$ cat src/rtl/dmem_host_responder.sv
// Data-memory responder for the RV32I core with a host command port.
// Define DMEM_HOST_DUMP_EN to enable READ responses on the host port.
module dmem_host_responder #(
  parameter int RAM_DEPTH = 64,
  parameter int WORD_SIZE = 32,
  parameter int CNT_WIDTH = 32,
  localparam int AW = $clog2(RAM_DEPTH)
) (
  input  logic                 clk,
  input  logic                 rst,
  input  logic                 ram_we,
  input  logic [AW-1:0]        ram_addr,
  input  logic [WORD_SIZE-1:0] ram_wdata,
  output logic [WORD_SIZE-1:0] ram_rdata,
  output logic                 core_en,
  input  logic                 host_valid,
  output logic                 host_ready,
  input  logic [1:0]           host_cmd,
  input  logic [AW-1:0]        host_addr,
  input  logic [WORD_SIZE-1:0] host_wdata,
  output logic                 host_rvalid,
  output logic [WORD_SIZE-1:0] host_rdata,
  output logic [CNT_WIDTH-1:0] run_cycles,
  output logic                 running
);

  typedef enum logic {HALT, RUN} state_t;

  localparam logic [1:0] CMD_WRITE = 2'b00;
  localparam logic [1:0] CMD_RUN   = 2'b01;
  localparam logic [1:0] CMD_HALT  = 2'b10;
  localparam logic [1:0] CMD_READ  = 2'b11;

  logic [WORD_SIZE-1:0] mem [RAM_DEPTH];

  state_t state_q, state_d;
  logic   acc;
  logic   core_we;
  logic   host_we;
  logic   start;

  assign acc = host_valid && host_ready;

  always_ff @(posedge clk) begin
    if (!rst) state_q <= HALT;
    else      state_q <= state_d;
  end

  always_comb begin
    state_d = state_q;
    start   = 1'b0;
    unique case (state_q)
      HALT: if (acc && host_cmd == CMD_RUN) begin
        state_d = RUN;
        start   = 1'b1;
      end
      RUN:  if (acc && host_cmd == CMD_HALT) state_d = HALT;
      default: state_d = HALT;
    endcase
  end

  // core and host writes are exclusive by state; both are dropped on reset
  assign core_we = rst && state_q == RUN && ram_we;
  assign host_we = rst && state_q == HALT && acc
                   && host_cmd == CMD_WRITE;

  always_ff @(posedge clk) begin
    if (core_we)      mem[ram_addr]  <= ram_wdata;
    else if (host_we) mem[host_addr] <= host_wdata;
  end

  assign ram_rdata = mem[ram_addr];

  always_ff @(posedge clk) begin
    if (!rst)
      run_cycles <= '0;
    else if (start)
      run_cycles <= '0;
    else if (state_q == RUN && run_cycles != '1)
      run_cycles <= run_cycles + CNT_WIDTH'(1);
  end

  assign core_en = (state_q == RUN);
  assign running = (state_q == RUN);

`ifdef DMEM_HOST_DUMP_EN
  logic                 rvalid_q;
  logic [WORD_SIZE-1:0] rdata_q;
  logic                 rd_acc;

  assign rd_acc = state_q == HALT && acc && host_cmd == CMD_READ;

  always_ff @(posedge clk) begin
    if (!rst) begin
      rvalid_q <= 1'b0;
      rdata_q  <= '0;
    end else begin
      rvalid_q <= rd_acc;
      if (rd_acc) rdata_q <= mem[host_addr];
    end
  end

  assign host_ready  = ~rvalid_q;
  assign host_rvalid = rvalid_q;
  assign host_rdata  = rdata_q;
`else
  assign host_ready  = 1'b1;
  assign host_rvalid = 1'b0;
  assign host_rdata  = '0;
`endif

endmodule

$ cat config.mk
export PLATFORM = sky130hd
export DESIGN_NAME = dmem_host_responder
export DESIGN_NICKNAME = d
export VERILOG_FILES = /design/src/rtl/dmem_host_responder.sv
export SDC_FILE = /design/constraint.sdc
export NUM_CORES = 2
export LEC_CHECK = 0
export BUFFER_PORTS_ARGS = -buffer_cell sky130_fd_sc_hd__buf_2
export CORE_MARGIN = 2
export CORE_UTILIZATION = 40
export DETAILED_ROUTE_END_ITERATION = 16
export SYNTH_ARGS = -nofsm -noshare
export SYNTH_HDL_FRONTEND = slang
export SYNTH_SLANG_ARGS = --single-unit
$ cat constraint.sdc
create_clock -name clk -period 5.8 [get_ports clk]
set_clock_uncertainty 0.05 [all_clocks]
set_input_delay 0.87 -clock clk [delete_from_list [all_inputs] [get_ports clk]]
set_output_delay 0.87 -clock clk [all_outputs]
set_load 0.1 [all_outputs]
==> summary.txt <==
Clocking
  • CTS resizes: 0
  • CTS Buffer Depth: 3
  • Postcts setup bufs: 0
  • CTS tree: done
  • Clock net sink count: 2081
  • CTS clk-pin slew, worst paths: 60 ps
  • Clock root cell: clkbuf_16
  • H-tree depth: 4
  • Cts bufs inserted: 204
  • Worst skew pair latency: 860 ps
  • Hold buffers post-CTS: 0

Critical path
  • Worst r2r path cells: 6
  • Startpoint Class: input port
  • R2R setup slack: 1530 ps
  • Worst-path maximum fanout: 54
  • WP depth: 9
  • Crit path buf inv count: 4
  • Critical path, cell by cell: buf_8 -> buf_12 -> buf_12 -> mux4_2 -> nor2b_1 -> a211oi_1 -> o22ai_1 -> and3_1 -> buf_2
  • WP data required: 4880 ps
  • Critical Path Sink Type: output port
  • Crit path DAT: 3990 ps
  • CP most frequent cell: buf_12
  • Critical path class: input port to output port
  • CP delay by family, top: buffers and inverters
  • Slowest stage delay, CP: 550 ps
  • Slowest CP cell: and3_1

Synthesis
  • Compound-Gate Fraction of Synth Area: 0.0332
  • YS warnings: 0
  • Post-synthesis cell type count: 58
  • Fraction of registers with async set/reset: 0
  • Post-Synth XOR/XNOR Area: 0.000986
  • Sequential fraction of the synthesis area: 0.778
  • Post-synthesis adder-cell area fraction: 0.000157
  • Mapped Cells: 3597
  • Number of flops mapped to enable cells by yosys: 2048
  • Top_reg_cell synth: edfxtp_1
  • Mapped cell area: 0.0799 sq mm
  • Main combinational cell family by area after synthesis: multiplexers
  • Mux cell area share after synthesis: 0.150
  • Yosys reg bits: 2081
  • Simple-gate area share of the yosys netlist: 0.0224
  • Post-Syn Area per Cell: 22.2 sq um

Cells and area
  • Commonest non-fill, non-tap cell in the layout: edfxtp_1
  • Nets: 4046
  • Synth-to-layout area growth: 15.2%
  • Commonest non-fill, non-tap cells in the layout: 2048 x edfxtp_1, 512 x mux4_2, 208 x clkbuf_16, 177 x buf_4, 144 x buf_2
  • Final instance area: 0.0921 sq mm
  • Share of layout cells above drive strength 1: 0.312

STA
  • Min Tclk post-route: 4910 ps
  • Final hold violations: 0
  • Final setup violation count: 0
  • Top achievable clock speed: 204 MHz
  • Max-slew violation count: 0
  • Tcrit/Tclk final: 0.846
  • Setup WS post-layout: 893 ps
  • Slew headroom: 0.169
  • Setup TNS: 0 ps
  • Worst slew pin tran: 1250 ps
  • RSZ-0062 raised after global routing: no

Route
  • Total wire length: 211 mm
  • First-pass DRT Iterations: 8
  • Post-DR wirelength/cell: 31.1 um
  • 1st-iter DRT viols: 4286
  • Vias per cell: 5.83
  • Via count: 39639
  • Drt drc: 0
  • Remaining antenna violation count: 0

Run status
  • Status: complete, no violations

Die
  • Die Area: 0.203 sq mm
  • Die Wd: 451 um
  • Core Area: 0.199 sq mm
  • # IOs: 182
  • Starting Density: 0.401
  • Row count: 164
  • Die Span Y: 451 um

Global route
  • Vias in the first global route: 39817
  • Initial antenna violation count: 12
  • GRT Overall Usage: 0.206
  • First-pass GRT wire length: 299 mm
  • Largest net degree at the start of global routing: 75
  • Congestion Overflow GR: 0

Place
  • PortBufs: 147
  • Post-DP HPWL: 126 mm
  • GPL Wtd Cong: 0.800
  • Placement Cell Area: 0.0856 sq mm
  • Worst slack at placement: 853 ps

Power
  • VDD IR-drop max: 0.251 mV
  • PD cells: 341 mW/mm^2
  • Static Leak: 28.5 nW

Flow run
  • Max-Cap Viols: 0

Worst hold path
  • Min-delay worst type: input port to flop
  • Worst hold stages: 2
## sequential cells by signal, summed over array words and instances (netlist names)
| register | flops |
|---|---|
| core_en | 1 |
| run_cycles | 32 |
| mem | 2048 |
## layout make-up
cell class | instances | area [sq um]
Timing Repair Buffer | 362 | 2850
Inverter | 4 | 15.0
Clock inverter | 120 | 1090
Sequential cell | 2081 | 62200
Multi-Input combinational cell | 1310 | 17200
Tap cell | 2656 | 3320
Clock buffer | 254 | 5400
Fill cell | 16317 | 107000
Antenna cell | 10 | 25.0
## cells by family after synthesis
group                    Yosys count
AND/OR/NAND/NOR                  350
multiplexers                     552
AO/OA/AOI/OAI                    364
XOR/XNOR                           9
adder cells (fa/ha/maj)            1
buffers and inverters            238
other                              2
flip-flops                      2081
## worst paths after layout
| path | from | endpoint |
|---|---|---|
| worst max-delay path | ram_addr[0] | ram_rdata[18] |
| worst min-delay path | rst | core_en |
| worst max register to register | core_en | mem[11][13] |
| worst min register to register | run_cycles[15] | run_cycles[15] |
## where the power goes
| group | switching [mW] | total (mW) | internal (mW) |
|---|---|---|---|
| Sequential | 0.00562 | 16.6 | 16.6 |
| Clock | 5.63 | 12.9 | 7.30 |
| Combinational | 1.36 | 1.90 | 0.541 |
| Total | 6.99 | 31.4 | 24.4 |
## stage by stage
stage               hold WS, ps  total power [mW]  cells  utilization
floorplan                   859              18.2   3629            -
global placement            424              18.8   6413        0.429
detailed placement          433              18.8   6413        0.429
CTS                         202              31.6   6787        0.462
global route                231              32.2   6794        0.462
finish                      255              31.4   6797        0.462
## synthesized netlist by cell type, drive strengths merged, types with 7 or more instances
master     n  area [sq um]
mux2      35           394
o221ai    56           490
dfxtp     33           661
a22oi    116           871
nand2     83           312
clkbuf   105           394
nor2      84           315
edfxtp  2048         61500
a31oi      9          56.3
nand2b    11          68.8
buf      129           838
a221oi    28           245
a21oi     36           180
nand3     45           225
and3      31           194
or3       11          68.8
a211oi    28           210
xnor2      7          61.3
and4       8          70.1
nand4     10          68.8
nor2b     34           213
mux4     512         11500
o22ai     56           350
o21ai     14          70.1
## worst reg2reg max path: stages, from the launching register on
cell and delay, ps:
dfxtp_1 440, nor3b_2 710, nand2_4 470, mux2i_1 510
nand2_1 520, nor2_4 830, buf_4 410
## layer usage
layer,routed length [um],track usage
met1,84600,0.278
met2,106000,0.345
met3,14500,0.0340
met4,5560,0.0594
met5,13,0
Note: power is estimated with default switching activity, not from simulation.
